$ cat config.mk
export PLATFORM = sky130hd
export DESIGN_NAME = tl_d_response_monitor
export DESIGN_NICKNAME = d
export VERILOG_FILES = /design/src/rtl/tl_mon_pkg.sv /design/src/rtl/tl_source_table.sv /design/src/rtl/tl_d_response_monitor.sv
export SDC_FILE = /design/constraint.sdc
export NUM_CORES = 1
export LEC_CHECK = 0
export BUFFER_PORTS_ARGS = -buffer_cell sky130_fd_sc_hd__buf_2
export CAP_MARGIN = 20
export CORE_ASPECT_RATIO = 1.1
export CORE_UTILIZATION = 50
export DETAILED_ROUTE_END_ITERATION = 7
export PLACE_DENSITY = 0.77
export SLEW_MARGIN = 5
export SYNTH_ARGS = -nofsm -noshare
export SYNTH_HDL_FRONTEND = slang
export SYNTH_SLANG_ARGS = --single-unit
$ cat constraint.sdc
create_clock -name clock -period 4.24 [get_ports clock]
set_input_delay 0.424 -clock clock [delete_from_list [all_inputs] [get_ports clock]]
set_output_delay 0.424 -clock clock [all_outputs]
set_load 0.03 [all_outputs]
$ cat src/rtl/tl_mon_pkg.sv
// Shared definitions for the TileLink-UL D-channel response monitor.
// Holds A/D opcode encodings, the error-code enum, the burst FSM state type
// and the beats-per-response helper.
package tl_mon_pkg;

    // A-channel opcodes that the monitor records.
    localparam logic [2:0] A_PUT_FULL    = 3'd0;
    localparam logic [2:0] A_PUT_PARTIAL = 3'd1;
    localparam logic [2:0] A_GET         = 3'd4;

    // D-channel opcodes.
    localparam logic [2:0] D_ACCESS_ACK      = 3'd0;
    localparam logic [2:0] D_ACCESS_ACK_DATA = 3'd1;

    typedef enum logic [2:0] {
        ERR_NONE     = 3'd0,
        ERR_A_DUP    = 3'd1,
        ERR_D_NOREQ  = 3'd2,
        ERR_D_OPCODE = 3'd3,
        ERR_D_SIZE   = 3'd4,
        ERR_D_BURST  = 3'd5,
        ERR_D_STABLE = 3'd6
    } err_code_e;

    typedef enum logic {
        ST_IDLE  = 1'b0,
        ST_BURST = 1'b1
    } burst_state_e;

    // Data beats for a response of 2^size bytes on a 2^beat_log2-byte bus.
    function automatic int unsigned beats_of(input int unsigned size,
                                             input int unsigned beat_log2);
        if (size <= beat_log2) begin
            return 1;
        end
        return 32'd1 << (size - beat_log2);
    endfunction

endpackage

$ cat src/rtl/tl_source_table.sv
// Per-source in-flight table: pending bit, expected D opcode and size.
// Ports:
//   clock, reset            clock and synchronous active-high reset
//   set_valid/idx/op/size   record a request (set wins over a same-index clear)
//   clr_valid/idx           retire a source
//   a_idx -> a_pending_c    combinational pending lookup for the A side
//   d_idx -> d_*_c          combinational entry lookup for the D side
//   count                   registered number of pending sources
module tl_source_table
    import tl_mon_pkg::*;
#(
    parameter int unsigned SOURCE_W = 4,
    parameter int unsigned SIZE_W   = 3
) (
    input  logic                clock,
    input  logic                reset,
    input  logic                set_valid,
    input  logic [SOURCE_W-1:0] set_idx,
    input  logic                set_op,
    input  logic [SIZE_W-1:0]   set_size,
    input  logic                clr_valid,
    input  logic [SOURCE_W-1:0] clr_idx,
    input  logic [SOURCE_W-1:0] a_idx,
    output logic                a_pending_c,
    input  logic [SOURCE_W-1:0] d_idx,
    output logic                d_pending_c,
    output logic                d_op_c,
    output logic [SIZE_W-1:0]   d_size_c,
    output logic [SOURCE_W:0]   count
);
    localparam int unsigned NUM_SRC = 1 << SOURCE_W;
    localparam int unsigned CNT_W   = SOURCE_W + 1;

    logic [NUM_SRC-1:0] pend_q, pend_d;
    logic [NUM_SRC-1:0] op_q, op_d;
    logic [SIZE_W-1:0]  size_q [NUM_SRC];
    logic [SIZE_W-1:0]  size_d [NUM_SRC];
    logic [CNT_W-1:0]   cnt_q, cnt_d;
    logic               inc, dec;

    // A set on an already-pending entry only counts if that entry is retiring now.
    assign inc = set_valid && !(pend_q[set_idx] && !(clr_valid && (clr_idx == set_idx)));
    assign dec = clr_valid && pend_q[clr_idx];

    // Clear first so a same-index set overrides it.
    always_comb begin
        pend_d = pend_q;
        op_d   = op_q;
        size_d = size_q;
        if (clr_valid) begin
            pend_d[clr_idx] = 1'b0;
        end
        if (set_valid) begin
            pend_d[set_idx] = 1'b1;
            op_d[set_idx]   = set_op;
            size_d[set_idx] = set_size;
        end
        cnt_d = cnt_q + CNT_W'(inc) - CNT_W'(dec);
    end

    always_ff @(posedge clock) begin
        if (reset) begin
            pend_q <= '0;
            op_q   <= '0;
            cnt_q  <= '0;
            for (int i = 0; i < NUM_SRC; i++) begin
                size_q[i] <= '0;
            end
        end else begin
            pend_q <= pend_d;
            op_q   <= op_d;
            size_q <= size_d;
            cnt_q  <= cnt_d;
        end
    end

    assign a_pending_c = pend_q[a_idx];
    assign d_pending_c = pend_q[d_idx];
    assign d_op_c      = op_q[d_idx];
    assign d_size_c    = size_q[d_idx];
    assign count       = cnt_q;

endmodule

$ cat src/rtl/tl_d_response_monitor.sv
// Passive TileLink-UL D-channel checker. Records A-channel requests and checks
// each D response for source, opcode pairing, size, burst consistency and
// hold stability. Errors are sticky; err_code keeps the first one since reset.
// Ports:
//   clock, reset                       clock, synchronous active-high reset
//   a_valid/a_ready/a_opcode/a_source/a_size   observed A channel
//   d_valid/d_ready/d_opcode/d_source/d_size   observed D channel
//   error         sticky error flag
//   err_code      first error code since reset
//   inflight_cnt  number of outstanding sources
`ifndef SYNTHESIS
`ifndef STOP_COND
`define STOP_COND 1'b0
`endif
`ifndef PRINTF_COND
`define PRINTF_COND 1'b1
`endif
`endif

module tl_d_response_monitor
    import tl_mon_pkg::*;
#(
    parameter int unsigned SOURCE_W  = 4,
    parameter int unsigned SIZE_W    = 3,
    parameter int unsigned BEAT_LOG2 = 2
) (
    input  logic                clock,
    input  logic                reset,
    input  logic                a_valid,
    input  logic                a_ready,
    input  logic [2:0]          a_opcode,
    input  logic [SOURCE_W-1:0] a_source,
    input  logic [SIZE_W-1:0]   a_size,
    input  logic                d_valid,
    input  logic                d_ready,
    input  logic [2:0]          d_opcode,
    input  logic [SOURCE_W-1:0] d_source,
    input  logic [SIZE_W-1:0]   d_size,
    output logic                error,
    output logic [2:0]          err_code,
    output logic [SOURCE_W:0]   inflight_cnt
);
    localparam int unsigned MAX_BEATS = beats_of((1 << SIZE_W) - 1, BEAT_LOG2);
    localparam int unsigned BCNT_W    = $clog2(MAX_BEATS + 1);

    logic                a_fire, a_rec, d_fire, d_multi;
    logic                a_pend_c, d_pend_c, d_exp_op_c;
    logic [SIZE_W-1:0]   d_rec_size_c;
    logic [SOURCE_W-1:0] d_idx;
    int unsigned         d_beats;

    burst_state_e        state_q, state_d;
    logic [BCNT_W-1:0]   beat_cnt_q, beat_cnt_d;
    logic [SOURCE_W-1:0] lat_src_q, lat_src_d;
    logic [2:0]          lat_op_q, lat_op_d;
    logic [SIZE_W-1:0]   lat_size_q, lat_size_d;

    logic                stall_q, stall_d;
    logic [2:0]          hold_op_q, hold_op_d;
    logic [SOURCE_W-1:0] hold_src_q, hold_src_d;
    logic [SIZE_W-1:0]   hold_size_q, hold_size_d;

    logic                error_q, error_d;
    err_code_e           err_code_q, err_code_d, err_first;

    logic                retire_v;
    logic [SOURCE_W-1:0] retire_src;
    logic                e_dup, e_noreq, e_op, e_size, e_burst, e_stable, err_any;

    assign a_fire  = a_valid && a_ready;
    assign d_fire  = d_valid && d_ready;
    // Only PutFull, PutPartial and Get are tracked; other opcodes are ignored.
    assign a_rec   = a_fire && ((a_opcode == A_PUT_FULL) || (a_opcode == A_PUT_PARTIAL)
                                || (a_opcode == A_GET));
    assign d_beats = beats_of(32'(d_size), BEAT_LOG2);
    assign d_multi = (d_opcode == D_ACCESS_ACK_DATA) && (d_beats > 1);
    // During a burst the table entry of interest is the latched source.
    assign d_idx   = (state_q == ST_BURST) ? lat_src_q : d_source;

    tl_source_table #(
        .SOURCE_W (SOURCE_W),
        .SIZE_W   (SIZE_W)
    ) u_table (
        .clock       (clock),
        .reset       (reset),
        .set_valid   (a_rec),
        .set_idx     (a_source),
        .set_op      (a_opcode == A_GET),
        .set_size    (a_size),
        .clr_valid   (retire_v),
        .clr_idx     (retire_src),
        .a_idx       (a_source),
        .a_pending_c (a_pend_c),
        .d_idx       (d_idx),
        .d_pending_c (d_pend_c),
        .d_op_c      (d_exp_op_c),
        .d_size_c    (d_rec_size_c),
        .count       (inflight_cnt)
    );

    // Burst FSM state register.
    always_ff @(posedge clock) begin
        if (reset) begin
            state_q <= ST_IDLE;
        end else begin
            state_q <= state_d;
        end
    end

    // Burst FSM next state.
    always_comb begin
        state_d = state_q;
        case (state_q)
            ST_IDLE:  if (d_fire && d_multi) state_d = ST_BURST;
            ST_BURST: if (d_fire && (beat_cnt_q == BCNT_W'(1))) state_d = ST_IDLE;
            default:  state_d = ST_IDLE;
        endcase
    end

    // Burst FSM outputs: beat bookkeeping, retirement and D-side checks.
    always_comb begin
        beat_cnt_d = beat_cnt_q;
        lat_src_d  = lat_src_q;
        lat_op_d   = lat_op_q;
        lat_size_d = lat_size_q;
        retire_v   = 1'b0;
        retire_src = d_idx;
        e_noreq    = 1'b0;
        e_op       = 1'b0;
        e_size     = 1'b0;
        e_burst    = 1'b0;
        case (state_q)
            ST_IDLE: begin
                if (d_fire) begin
                    if (!d_pend_c) begin
                        e_noreq = 1'b1;
                    end else begin
                        e_op   = d_opcode != {2'b00, d_exp_op_c};
                        e_size = d_size != d_rec_size_c;
                    end
                    if (d_multi) begin
                        beat_cnt_d = BCNT_W'(d_beats - 1);
                        lat_src_d  = d_source;
                        lat_op_d   = d_opcode;
                        lat_size_d = d_size;
                    end else begin
                        retire_v = d_pend_c;
                    end
                end
            end
            ST_BURST: begin
                if (d_fire) begin
                    e_burst    = (d_source != lat_src_q) || (d_opcode != lat_op_q)
                                 || (d_size != lat_size_q);
                    beat_cnt_d = beat_cnt_q - BCNT_W'(1);
                    if (beat_cnt_q == BCNT_W'(1)) begin
                        retire_v = d_pend_c;
                    end
                end
            end
            default: ;
        endcase
    end

    // A-side duplicate, hold stability, priority and sticky error update.
    always_comb begin
        e_dup       = a_rec && a_pend_c && !(retire_v && (retire_src == a_source));
        e_stable    = stall_q && (!d_valid || (d_opcode != hold_op_q)
                                  || (d_source != hold_src_q) || (d_size != hold_size_q));
        stall_d     = d_valid && !d_ready;
        hold_op_d   = d_opcode;
        hold_src_d  = d_source;
        hold_size_d = d_size;

        // Later assignments win, so the lowest code ends up latched.
        err_first = ERR_NONE;
        if (e_stable) err_first = ERR_D_STABLE;
        if (e_burst)  err_first = ERR_D_BURST;
        if (e_size)   err_first = ERR_D_SIZE;
        if (e_op)     err_first = ERR_D_OPCODE;
        if (e_noreq)  err_first = ERR_D_NOREQ;
        if (e_dup)    err_first = ERR_A_DUP;
        err_any = e_dup || e_noreq || e_op || e_size || e_burst || e_stable;

        error_d    = error_q || err_any;
        err_code_d = err_code_q;
        if (!error_q && err_any) begin
            err_code_d = err_first;
        end
    end

    always_ff @(posedge clock) begin
        if (reset) begin
            beat_cnt_q  <= '0;
            lat_src_q   <= '0;
            lat_op_q    <= '0;
            lat_size_q  <= '0;
            stall_q     <= 1'b0;
            hold_op_q   <= '0;
            hold_src_q  <= '0;
            hold_size_q <= '0;
            error_q     <= 1'b0;
            err_code_q  <= ERR_NONE;
        end else begin
            beat_cnt_q  <= beat_cnt_d;
            lat_src_q   <= lat_src_d;
            lat_op_q    <= lat_op_d;
            lat_size_q  <= lat_size_d;
            stall_q     <= stall_d;
            hold_op_q   <= hold_op_d;
            hold_src_q  <= hold_src_d;
            hold_size_q <= hold_size_d;
            error_q     <= error_d;
            err_code_q  <= err_code_d;
        end
    end

    assign error    = error_q;
    assign err_code = err_code_q;

`ifndef SYNTHESIS
    // Simulation-only reporting of each violation event.
    always @(posedge clock) begin
        if (!reset && err_any) begin
            if (`PRINTF_COND) begin
                $display("tl_d_response_monitor: protocol violation code %0d at %0t",
                         err_first, $time);
            end
            if (`STOP_COND) begin
                $fatal(1, "tl_d_response_monitor: stopping on violation code %0d", err_first);
            end
        end
    end
`endif

endmodule

==> After elaboration in Yosys (flattened, before gate mapping) <==
Index checks and enable logic that the tools add are counted.
{ "totals": {"ram_bits": 0, "output_inout_bits": 9, "latch_bits": 0, "regBits": 117, "input_bits": 26, "rom_bits": 0, "wordCells": 158, "memories": 0} }
{ "op_classes": {"div": 0, "n_shift": 1, "add_sub_neg": 5, "magnitude_cmp": 9, "eq_ne": 16, "n_reduce_logical": 39, "mul": 0, "n_bitwise": 6, "mux": 52} }
{ "op_table": {"columns": ["op", "n"], "rows": [
  ["48-bit bitwise mux", 1],
  ["32-bit by 1-bit > comparator with 1-bit output, second input constant", 1],
  ["16-bit two-way mux", 2],
  ["32-bit two-way mux", 1],
  ["1-bit by 32-bit << shifter with 32-bit output, first input constant", 1],
  ["3-bit two-way mux", 9],
  ["1-bit two-way mux", 24],
  ["1-bit logical AND", 18],
  ["6-bit two-way mux", 3],
  ["16-bit bitwise AND", 1],
  ["16-bit bitwise mux", 1],
  ["16-bit NOT", 1],
  ["16-bit bitwise OR", 1],
  ["3-bit inequality test", 5],
  ["1-bit logical OR", 13],
  ["1-bit binary-select mux with 4-bit select", 3],
  ["3-bit binary-select mux with 4-bit select", 1],
  ["3-bit demux with 4-bit select", 1],
  ["6-bit case mux with 2 select lines", 1],
  ["6-bit by 1-bit subtractor with 6-bit output, second input constant", 2],
  ["5-bit greater-or-equal comparator, second input constant", 2],
  ["4-bit by 5-bit < comparator with 1-bit output, second input constant", 2],
  ["4-bit NOT with 5-bit output", 2],
  ["1-bit demux with 4-bit select", 2],
  ["19 further kinds", 30]
]} }

==> Logic depth before layout (Yosys ltp) <==
{ "logic_depth": {"ltp_word": 17, "depth_mapped": 16, "mapped_depth_nobuf": 16} }

==> Cells and area by module <==
A second synthesis with hierarchy kept.
{ "hier_totals": {"cells_unflattened": 632, "hier_area_um2": 6157.2} }
{ "by_module_without_submodules": {"columns": ["mod", "n_inst", "cells_each", "area_per_inst_um2"], "rows": [
  ["tl_source_table", 1, 411, 4256.6],
  ["tl_d_response_monitor", 1, 221, 1900.6]
]} }

==> Worst setup path after synthesis <==
Ideal clock, no wire load.
{ "synth_timing": {"path_kind": "input -> register", "startpoint": "input d_size[1]", "endpoint": "register u_table.cnt_q[4], in the netlist u_table.count[4]", "path_buffers": 0, "arrival_ps": 3506, "slack_ps": 606, "required_ps": 4112, "setup_time_ps": 128, "cell_stages": 16, "path_cell_list": "clkinv_1 ha_1 nand2b_1 a31oi_1 inv_1 ha_1 a31o_2 o2111a_2 ha_1 inv_1 ha_1 fa_1 a21o_1 a21oi_1 xnor2_1 nor2_1"} }
{ "synth_via": {"elab_chain_len": 15} }
{ "synth_rtl": {"columns": ["element", "line", "source"], "rows": [
  ["start, declared", "tl_d_response_monitor.sv:38", "input logic [SIZE_W-1:0] d_size,"],
  ["3-bit by 2-bit subtractor with 4-bit output or 3-bit by 2-bit less-or-equal comparator with 1-bit output (tied branches)", "tl_mon_pkg.sv:36, tl_mon_pkg.sv:33", null],
  ["1-bit by 32-bit << shifter with 32-bit output or 1-bit two-way mux (tied branches)", "tl_mon_pkg.sv:36, tl_mon_pkg.sv:33", null],
  ["32-bit two-way mux (*)", "tl_mon_pkg.sv:36", "return 32'd1 << (size - beat_log2);"],
  ["32-bit by 1-bit > comparator with 1-bit output (*)", "tl_d_response_monitor.sv:76", "assign d_multi = (d_opcode == D_ACCESS_ACK_DATA) && (d_beats > 1);"],
  ["1-bit logical AND (*)", "tl_d_response_monitor.sv:76", null],
  ["1-bit two-way mux (*)", "tl_d_response_monitor.sv:141", "if (d_multi) begin"],
  ["1-bit two-way mux (*)", "tl_d_response_monitor.sv:134", "if (d_fire) begin"],
  ["1-bit case mux with 2 select lines (*)", "tl_d_response_monitor.sv:132", "case (state_q)"],
  ["1-bit logical AND", "tl_source_table.sv:42", "assign inc = set_valid && !(pend_q[set_idx] && !(clr_valid && (clr_idx == set_idx)));"],
  ["1-bit logical NOT", "tl_source_table.sv:42", null],
  ["1-bit logical AND", "tl_source_table.sv:42", null],
  ["1-bit logical NOT", "tl_source_table.sv:42", null],
  ["1-bit logical AND", "tl_source_table.sv:42", null],
  ["5-bit by 1-bit adder with 5-bit output", "tl_source_table.sv:58", "cnt_d = cnt_q + CNT_W'(inc) - CNT_W'(dec);"],
  ["5-bit by 1-bit subtractor with 5-bit output (*)", "tl_source_table.sv:58", null],
  ["end signal, assigned", "tl_source_table.sv:73", "cnt_q <= cnt_d;"],
  ["end, declared", "tl_source_table.sv:38", "logic [CNT_W-1:0] cnt_q, cnt_d;"]
]} }
Mark *: on every way between the ends. The rest lies on a longest branch, timed or not.
A chain may end at the register's enable or synchronous reset.

==> Worst setup path after layout <==
{ "layout_timing": {"startpoint": "register state_q", "endpoint": "register u_table.cnt_q[4], in the netlist u_table.count[4]"} }
{ "layout_via": {"elab_chain_len": 13} }
{ "layout_rtl": {"columns": ["element", "line", "source"], "rows": [
  ["start, declared", "tl_d_response_monitor.sv:52", "burst_state_e state_q, state_d;"],
  ["start signal, assigned", "tl_d_response_monitor.sv:106", "state_q <= state_d;"],
  ["4-bit two-way mux", "tl_d_response_monitor.sv:78", "assign d_idx = (state_q == ST_BURST) ? lat_src_q : d_source;"],
  ["1-bit binary-select mux with 4-bit select", "tl_source_table.sv:43, tl_source_table.sv:78", null],
  ["1-bit two-way mux (not written as such)", "tl_source_table.sv:43, tl_source_table.sv:78", null],
  ["1-bit two-way mux (on tied branches)", "tl_d_response_monitor.sv:156, tl_d_response_monitor.sv:141", null],
  ["1-bit two-way mux (on tied branches)", "tl_d_response_monitor.sv:152, tl_d_response_monitor.sv:134", null],
  ["1-bit case mux with 2 select lines", "tl_d_response_monitor.sv:132", null],
  ["1-bit logical AND", "tl_source_table.sv:42", null],
  ["1-bit logical NOT", "tl_source_table.sv:42", null],
  ["1-bit logical AND", "tl_source_table.sv:42", null],
  ["1-bit logical NOT", "tl_source_table.sv:42", null],
  ["1-bit logical AND", "tl_source_table.sv:42", null],
  ["5-bit by 1-bit adder with 5-bit output", "tl_source_table.sv:58", null],
  ["5-bit by 1-bit subtractor with 5-bit output (*)", "tl_source_table.sv:58", null]
]} }
Mark *: on every way between the ends. The rest lies on a longest branch, timed or not. The select of a mux whose other input is x is not followed.

==> impl_results.md <==
- Status: finished clean
- Top FF cell, synth: dfxtp_1
- Largest net degree at the start of global routing: 66
- Setup_tns: 0 ns
- Max-slew violation count: 0
- Final nets: 775
- Vias in the first global route: 5341
- CP max stage cell: dfxtp_2
- Post-Syn Area: 6370 um^2
- Initial DRC count: 539
- WS Path Type: flip-flop to flip-flop
- Adder-Cell Fraction of Synth Area: about 2.9%
- Reg-to-reg endpoint: u_table.count[4]
- TritonCTS Buffers: 17
- CP Data Required Time: 4.52 ns
- Post-synthesis compound-gate area fraction: 13.5%
- Pwr per Cell Area: ~400 nW/um^2
- Clock skew: roughly 0.0079 ns
- Synth Area in XOR/XNOR: 4.40%
- Gp weighted congestion: a little over 0.9
- Sequential share of the synthesized area: 36.7%
- Final period utilization: 89.5%
- Simple-gate share of the synthesized area: 22.0%
- PostCTS Resize Cnt: 0
- Initial core utilization: 52.1%
- I/O Buffers: 34
- Core ar.: 12200 um^2
- Critical path endpoint category: flip-flop
- First-pass GRT wire length: 26300 um
- Delay-heaviest family, CP: compound AO/OA/AOI/OAI gates
- Worst r2r src: state_q
- Hold path start: d_ready
- Synth Net Count: 761
- CTS clock-pin slew for the worst setup and hold paths: ~0.060 ns
- CTS tree: yes
- Final setup margin: 0.446 ns
- Detail Route Antenna Nets: 0
- Postcts setup bufs: 0
- Flops & latches, synth: roughly 120
- Final hold violations: 0
- Full die area: 13200 um^2
- Antenna violations before repair: 0
- GR Overflow Total: 0
- Setup crit start kind: flip-flop
- CTS Buffer Depth: 2
- Unrepaired setup endpoints after global routing: false
- Hold Path Depth: 2
- # hold bufs at CTS: 0
- Syn_area_per_cell: between 8 and 9 um^2
- Number of synthesized flops with an enable pin: 0
- Final setup vio count: 0
- Via density: 6.01
- Async SR Flop Fraction: 0%
- Max incr delay on CP: 0.88 ns
- Largest family of logic cells by synthesized area: simple AND/OR/NAND/NOR gates
- DR DRC count: 0
- P_leak: roughly 2.6 nW
- Die height: 120 um
- Synth Instances: 721
- Total global-route track usage: 26.1%
- Worst Tran Pin Value: 1.13 ns
- DR pass1 iterations: 5
- Dpl ws: about 0.31 ns
- Max-Cap Viols: 0
- DIE WIDTH: 110 um
- R2R Setup Slk: 0.45 ns
- Root buffer cell: clkbuf_16
- WP buf/inv: 1
- H-tree lvl count: 4
- Detailed Place HPWL: around 11000 um
- Final wirelength: 16300 um
- Area growth, synth to finish: 13.0%
- Crit path DAT: 4.07 ns
- Via Count: ~5400
- Worst Reg-to-Reg Cells: 13
- FMAX: ~260 MHz
- Min-Delay Path Class: input pin to flip-flop
- Post-synth cell types: 64
- Max_slew headroom: 24.5%
- Levels on crit path: 13
- Min Tclk post-route: 3.79 ns
- Hold endpoint: stall_q
- Sink Count: 117
- # IOs: 35
- Max VDD drop: 0.274 mV
- Worst Path Max Fanout: 45
- Mux share of post-synthesis cell area: 15.1%
- # diodes: 0
- Row count: 42
- Clk_lat worst skew: 0.42 ns
- Yosys Warn Count: 0
- Wire per inst: 18.0 um
- Critical-path cell list: nand3_1 -> a21o_1 -> a41oi_1 -> a2111oi_4 -> o2111a_2 -> ha_1 -> inv_1 -> ha_1 -> fa_1 -> a21o_1 -> a21oi_1 -> xnor2_1 -> nor2_1
- Fraction of layout cells with a size suffix above 1: between 10% and 20%
## metal layers
| layer | wire length (um) | track usage [%] | share of wire [%] | vias to the layer above |
|---|---|---|---|---|
| met2 | 8270 | 44.3 | 51 | 192 |
| met1 | 6820 | 31.3 | 42 | 2622 |
| met3 | 820 | 6.09 | 5.0 | 38 |
| met4 | 354 | 11.1 | 2.2 | 0 |
| li1 | - | - | - | 2569 |
| met5 | 0 | 0 | 0 | - |
## cell usage after synthesis (6+ instances only)
cell      number  area (um^2)
nand2_1       58          218
mux2i_1       46          460
dfxtp_1      117         2340
nand3_1       34          170
o21bai_1       6         45.0
nor3_1         6         30.0
nor4b_1       14          123
a21o_1         8         60.1
o21ai_0       25          125
inv_1         23         86.3
nor2b_1       13         81.3
xnor2_1       30          263
a21oi_1       63          315
nor3b_1        6         45.0
clkbuf_1      49          184
nor2_1        92          345
mux4_2        13          293
and3_1         6         37.5
ha_1          13          163
nor4bb_1      12          120
## cell usage in the layout (no fill, tap or decap), types with 3 or more instances in the layout
cell and instances:
nor2b_1 13, nor4b_1 14, a41oi_1 4, a21oi_1 63
buf_2 33, nor2_1 92, dfxtp_1 116, clkinv_2 4
xnor2_1 30, nor3_1 6, inv_1 23, and3_1 6
mux4_2 13, clkbuf_16 17, o21bai_1 6, nor3b_1 5
o21ai_0 25, nand4_1 4, nand3b_1 4, mux2i_1 46
a211oi_1 4, nor4_1 3, buf_4 19, nand2b_1 5
mux2_2 3, a31oi_1 5, nand3_1 34, and2_1 5
clkinvlp_4 5, ha_1 13, nor4bb_1 12, nand2_1 58
a21o_1 8, mux4_1 5
## area by class of cell
cell class | count | area, um^2
Fill cell | 1089 | 5040
Multi-Input combinational cell | 522 | 3700
Sequential cell | 117 | 2340
Clock buffer | 19 | 433
Timing Repair Buffer | 52 | 308
Tap cell | 154 | 193
Clock inverter | 13 | 135
Inverter | 25 | 93.8
## how the worst max path moves through the flow
stage / end / from
3_5_place_dp: u_table.count[4] / d_size[1]
4_1_cts: u_table.count[4] / state_q
2_1_floorplan: u_table.count[4] / d_size[1]
5_1_grt: u_table.count[4] / state_q
6_report: u_table.count[4] / state_q
3_3_place_gp: u_table.count[4] / d_size[1]
## report_power, final
part	leakage [nW]	internal [mW]	total, mW	switching (mW)
clock network	0.265	0.858	1.37	0.512
registers	0.948	1.13	1.15	0.0199
logic	1.42	0.153	0.384	0.231
## worst register-to-register path, cell delays in order (launching register included)
cell	delay, ns
dfxtp_2	0.88
nand3_1	0.40
a21o_1	0.25
a41oi_1	0.35
a2111oi_4	0.07
o2111a_2	0.18
ha_1	0.28
inv_1	0.04
ha_1	0.22
fa_1	0.43
a21o_1	0.18
a21oi_1	0.17
xnor2_1	0.13
nor2_1	0.05
## registers in the layout, summed over array words and instances (netlist names)
register and count:
lat_src_q 4, u_table.count 5, state_q 1, lat_size_q 3
error 1, u_table.pend_q 16, stall_q 1, u_table.op_q 16
beat_cnt_q 6, lat_op_q 3, err_code 3, hold_op_q 3
hold_size_q 3, hold_src_q 4, u_table.size_q 48
## cells by family after synthesis
logic type      count (synthesis)
buf+inv                        82
mux                            69
simple gates                  272
xor+xnor                       32
flops                         117
compound gates                135
fa+ha+maj                      14
## per-stage QoR
| stage | hold WS (ns) | power (mW) | utilization (%) | cells | cell area, um^2 |
|---|---|---|---|---|---|
| 2_1_floorplan | 0.432 | 1.45 | - | 721 | 6370 |
| 3_3_place_gp | 0.438 | 1.53 | 54.1 | 869 | 6630 |
| 3_5_place_dp | 0.446 | 1.55 | 54.1 | 869 | 6630 |
| 4_1_cts | 0.201 | 2.91 | 58.8 | 901 | 7200 |
| 5_1_grt | 0.193 | 3.00 | 58.8 | 902 | 7200 |
| 6_report | 0.213 | 2.90 | 58.8 | 902 | 7200 |
Power figures use the tool's default switching activity.
